## config.mk

```make
export PLATFORM = sky130hd
export DESIGN_NAME = spi_ram_master
export DESIGN_NICKNAME = d
export VERILOG_FILES = /design/src/rtl/spi_ram_master.sv
export SDC_FILE = /design/constraint.sdc
export NUM_CORES = 1
export LEC_CHECK = 0
export CORE_MARGIN = 1
export CORE_UTILIZATION = 53
export DETAILED_ROUTE_END_ITERATION = 10
export GPL_TIMING_DRIVEN = 0
export MAX_ROUTING_LAYER = met4
export PLACE_DENSITY_LB_ADDON = 0.12
export SYNTH_ARGS = -nofsm -noshare
export SYNTH_HDL_FRONTEND = slang
export SYNTH_SLANG_ARGS = --single-unit
```

## constraint.sdc

```tcl
create_clock -name clk -period 3.2 [get_ports clk]
set_input_delay 0.64 -clock clk [delete_from_list [all_inputs] [get_ports clk]]
set_output_delay 0.64 -clock clk [all_outputs]
set_load 0.1 [all_outputs]
```

## src/rtl/spi_ram_master.sv

```systemverilog
// SPI master for a serial RAM: each read or write is two 11-bit command frames.
// A read also collects 8 MISO bits after a programmable wait.
module spi_ram_master #(
    parameter int unsigned RD_LAT = 1,
    parameter int unsigned GAP    = 1
) (
    input  logic       clk,
    input  logic       rst,
    input  logic       req_valid,
    output logic       req_ready,
    input  logic       req_rd,
    input  logic [7:0] req_addr,
    input  logic [7:0] req_wdata,
    output logic [7:0] rdata,
    output logic       rdata_valid,
    output logic       busy,
    output logic       ss_n,
    output logic       MOSI,
    input  logic       MISO
);
    localparam int unsigned DW = 8;
    localparam int unsigned CW = 4;
    localparam int unsigned WW = 10;

    localparam logic [CW-1:0] LAST_BIT  = CW'(WW);
    localparam logic [CW-1:0] LAST_RX   = CW'(DW - 1);
    localparam logic [CW-1:0] LAST_WAIT = CW'(RD_LAT - 1);
    localparam logic [CW-1:0] LAST_GAP  = CW'(GAP - 1);

    localparam logic [2:0] S_IDLE = 3'd0;
    localparam logic [2:0] S_SEND = 3'd1;
    localparam logic [2:0] S_WAIT = 3'd2;
    localparam logic [2:0] S_RECV = 3'd3;
    localparam logic [2:0] S_GAP  = 3'd4;

    logic [2:0]    state, state_d;
    logic          f, f_d;
    logic [CW-1:0] cnt, cnt_d;
    logic          rd_q, rd_d;
    logic [DW-1:0] addr_q, addr_d;
    logic [DW-1:0] wdata_q, wdata_d;
    logic [DW-1:0] shreg, shreg_d;
    logic [DW-1:0] rdata_d;
    logic          rvalid_d;
    logic [WW-1:0] word_d;
    logic [CW-1:0] bit_idx;
    logic          ss_n_d;
    logic          mosi_d;
    logic          ready_d;

    // Next state, plus the registered line/status values derived from it
    always_comb begin
        state_d  = state;
        f_d      = f;
        cnt_d    = cnt;
        rd_d     = rd_q;
        addr_d   = addr_q;
        wdata_d  = wdata_q;
        shreg_d  = shreg;
        rdata_d  = rdata;
        rvalid_d = 1'b0;

        case (state)
            S_IDLE: begin
                if (req_valid) begin
                    state_d = S_SEND;
                    f_d     = 1'b0;
                    cnt_d   = '0;
                    rd_d    = req_rd;
                    addr_d  = req_addr;
                    wdata_d = req_wdata;
                end
            end
            S_SEND: begin
                if (cnt == LAST_BIT) begin
                    cnt_d = '0;
                    if (rd_q && f) begin
                        state_d = (RD_LAT == 0) ? S_RECV : S_WAIT;
                    end else begin
                        state_d = S_GAP;
                    end
                end else begin
                    cnt_d = cnt + CW'(1);
                end
            end
            S_WAIT: begin
                if (cnt == LAST_WAIT) begin
                    cnt_d   = '0;
                    state_d = S_RECV;
                end else begin
                    cnt_d = cnt + CW'(1);
                end
            end
            S_RECV: begin
                shreg_d = {shreg[DW-2:0], MISO};
                if (cnt == LAST_RX) begin
                    cnt_d    = '0;
                    state_d  = S_GAP;
                    rdata_d  = shreg_d;
                    rvalid_d = 1'b1;
                end else begin
                    cnt_d = cnt + CW'(1);
                end
            end
            S_GAP: begin
                if (cnt == LAST_GAP) begin
                    cnt_d = '0;
                    if (!f) begin
                        state_d = S_SEND;
                        f_d     = 1'b1;
                    end else begin
                        state_d = S_IDLE;
                    end
                end else begin
                    cnt_d = cnt + CW'(1);
                end
            end
            default: begin
                state_d = S_IDLE;
                cnt_d   = '0;
            end
        endcase

        // Command bit 9 goes out twice: once as the select bit, once as the word MSB
        word_d  = {rd_d, f_d, f_d ? (rd_d ? 8'h00 : wdata_d) : addr_d};
        bit_idx = (cnt_d == '0) ? CW'(WW - 1) : (CW'(WW) - cnt_d);
        ss_n_d  = !((state_d == S_SEND) || (state_d == S_WAIT) || (state_d == S_RECV));
        mosi_d  = (state_d == S_SEND) ? word_d[bit_idx] : 1'b0;
        ready_d = (state_d == S_IDLE);
    end

    // Control state
    always_ff @(posedge clk) begin
        if (rst) begin
            state <= S_IDLE;
            f     <= 1'b0;
            cnt   <= '0;
        end else begin
            state <= state_d;
            f     <= f_d;
            cnt   <= cnt_d;
        end
    end

    // Latched request, shift register and registered outputs
    always_ff @(posedge clk) begin
        if (rst) begin
            rd_q        <= 1'b0;
            addr_q      <= '0;
            wdata_q     <= '0;
            shreg       <= '0;
            rdata       <= '0;
            rdata_valid <= 1'b0;
            ss_n        <= 1'b1;
            MOSI        <= 1'b0;
            req_ready   <= 1'b1;
            busy        <= 1'b0;
        end else begin
            rd_q        <= rd_d;
            addr_q      <= addr_d;
            wdata_q     <= wdata_d;
            shreg       <= shreg_d;
            rdata       <= rdata_d;
            rdata_valid <= rvalid_d;
            ss_n        <= ss_n_d;
            MOSI        <= mosi_d;
            req_ready   <= ready_d;
            busy        <= !ready_d;
        end
    end

endmodule

```

==> results.sh <==
export IMPL_drc=0
export IMPL_cp_top_family="compound AO/OA/AOI/OAI gates"
export IMPL_ys_warn_count=0
export IMPL_crit_buf_inv=3
export IMPL_clockBufferDepth=2
export IMPL_grt_use_met3_pct=5.236
export IMPL_die_area_um2=4519
export IMPL_ir_drop_mv=0.3260
export IMPL_postCtsSetupBuffers=0
export IMPL_clk_latency_ns=0.29
export IMPL_num_rows=23
export IMPL_setup_ws_ns=0.3040
export IMPL_cts_tree="built"
export IMPL_core_area_um2=4029
export IMPL_async_flop_share_pct=0
export IMPL_syn_inst=247
export IMPL_vias_per_cell=5.405
export IMPL_grt_pass1_wl_um=7810
export IMPL_clk_pin_slew_worst_paths_ns=0.09
export IMPL_drt_pass1_iter_count=4
export IMPL_nFillCells=349
export IMPL_setup_violations_final=0
export IMPL_grtUsageMet1_pct=30.63
export IMPL_cts_root_buffer="clkbuf_8"
export IMPL_gp_congestion=0.8622
export IMPL_status="finished, final reports clean"
export IMPL_synth_flop_cell="dfxtp_1"
export IMPL_die_h_um=67.23
export IMPL_post_cts_resized=0
export IMPL_post_route_min_period_ns=2.896
export IMPL_drt_iter0_markers=154
export IMPL_holdBufCountCts=0
export IMPL_syn_num_nets=273
export IMPL_crit_required_ns=3.41
export IMPL_cts_sinks=45
export IMPL_final_cell_mix="45 x dfxtp_1, 41 x nor2_1, 37 x mux2i_1"
export IMPL_worstPathMaxFanout=10
export IMPL_start_util_pct=55.96
export IMPL_r2r_setup_slack_ns=0.34
export IMPL_max_freq_ghz=0.3453
export IMPL_relSlewSlack_pct=35.16
export IMPL_critPathSlowestCell="clkdlybuf4s50_1"
export IMPL_syn_cell_area_um2=2255
export IMPL_mostFrequentLayoutCell="dfxtp_1"
export IMPL_nets=313
export IMPL_finalSetupTns_ns=0
export IMPL_gr_usage_met2_pct=35.75
export IMPL_totalPowerFinal_mw=1.253
export IMPL_place_hpwl_um=3403
export IMPL_wl_per_cell_um=13.49
export IMPL_dieWidth_um=67.23
export IMPL_drive_gt1_share_pct=11.11
export IMPL_postSynthAreaPerCell_um2=9.128
export IMPL_period_share_pct=90.50
export IMPL_hold_viol_final=0
export IMPL_multiInputGateArea_um2=1222
export IMPL_synth_seq_area_share_pct=39.96
export IMPL_wirelength_um=4558
export IMPL_rsz0062_at_grt="false"
export IMPL_drv_cap=0
export IMPL_p_leak_nw=1.131
export IMPL_antenna_found_initial=0
export IMPL_synth_edff_count=0
export IMPL_synth_seq_cells=45
export IMPL_grt_max_degree=16
export IMPL_grt_overflow=0
export IMPL_min_path_type="flop to flop"
export IMPL_grt_pass1_vias=1755
export IMPL_diodes=0
export IMPL_cp_arrival_ns=3.11
export IMPL_critPathMaxStageDelay_ns=0.47
export IMPL_area_growth_pct=22.53
export IMPL_finClkSkew_ns=0.007051
export IMPL_crit_path_end_kind="flop"
export IMPL_htreeDepth=2
export IMPL_place_ws_ns=0.02344
export IMPL_worstPathCellList="clkdlybuf4s50_1 > nor4_2 > nand2b_1 > o31a_2 > inv_2 > buf_2 > ha_1 > a32oi_1 > o32ai_2 > o2bb2ai_1 > a211oi_1"
export IMPL_port_buffers=33
export IMPL_synth_cell_types=48
export IMPL_crit_type="input port to flop"
export IMPL_cts_buffers_inserted=5
export IMPL_tightest_slew_ns=0.9696
export IMPL_slew_viol_final=0
export IMPL_seqCellArea_um2=900.9
export IMPL_grt_busiest_layer="met2"
export IMPL_grt_usage_pct=23.62
export IMPL_vias=1827
export IMPL_ant_nets=0
export IMPL_power_density_nw_per_um2=453.4
export IMPL_num_io_pins=34
export IMPL_start_kind="input port"
==> final cells by class <==
class                           instances  area share (%)
Buffer                                 16           3.397
Clock buffer                            5           2.491
Clock inverter                          3           1.676
Inverter                               10           1.359
Multi-Input combinational cell        176           44.25
Sequential cell                        45           32.61
Tap cell                               50           2.264
Timing Repair Buffer                   33           11.96
==> power by group <==
| part | switching (mW) | total [mW] | internal (mW) |
|---|---|---|---|
| Combinational | 0.135 | 0.237 | 0.102 |
| Clock | 0.193 | 0.427 | 0.234 |
| Sequential | 0.00814 | 0.589 | 0.581 |
==> worst paths after layout <==
kind / startpoint / to / cells after the start
setup reg to reg: cnt[1] / MOSI / 13
setup / recovery: req_valid / MOSI / 11
hold / removal: addr_q[7] / addr_q[7] / 2
hold reg to reg: addr_q[7] / addr_q[7] / 2
==> cells by family after synthesis <==
logic type      after synthesis  synth area share [%]
compound gates               39                 12.65
xor+xnor                      2                0.7771
fa+ha+maj                     5                 2.775
buf+inv                      26                 5.827
flops                        45                 39.96
mux                          38                 16.93
simple gates                 92                 21.09
==> flip-flops by register name, indices dropped and copies added, names as in the netlist, 3 cells and up <==
register  count
addr_q        8
rdata         8
wdata_q       8
shreg         7
cnt           4
state         3
==> worst register-to-register path, cell delays in order (launching register included) <==
cell and delay [ns]:
dfxtp_1 0.42, ha_1 0.21, and3b_1 0.16, buf_2 0.16, o2bb2ai_1 0.12, o31a_2 0.41, inv_2 0.07, buf_2 0.20
ha_1 0.23, nor3_1 0.08, o21ai_0 0.17, o21ai_0 0.16, o2bb2ai_1 0.16, a211oi_1 0.24
==> synth_stat cells, drive strengths merged, types with 2 or more instances <==
cell type  instances  area, µm²
nand3b             3      22.52
dfxtp             45      900.9
a211oi             3      27.52
clkbuf             5      18.77
nor4b              2      23.77
mux2i             37      370.4
nor3               6      30.03
nor3b              7      57.55
a21oi              3      18.77
inv               10      37.53
nor2b              5      31.28
nand2b             3      18.77
nand2             13      48.80
and2               2      12.51
o22ai              4      25.02
or3                2      12.51
xnor2              2      17.52
o221ai             2      17.52
o21ai              6      30.03
buf               11      75.07
a31oi              9      56.30
o2bb2ai            3      26.28
nor2              42      160.2
nand3              2      10.01
ha                 5      62.56
==> through the flow <==
stage                     instance area (µm²)  hold slack (ns)  std cells  util, %
final                                    2763           0.4947        338    68.57
after global placement                   2648           0.4642        330    65.71
after global routing                     2763           0.5219        338    68.57
after CTS                                2763           0.4951        338    68.57
after detailed placement                 2648           0.4754        330    65.71
after floorplan                          2255           0.4517        247        -
==> per-layer routing <==
layer  up-vias  wire length [µm]
met4         0                71
met5         -                 0
met2        26              2018
met3         9               120
met1       844              2347
li1        948                 -
Power figures use the tool's default switching activity.
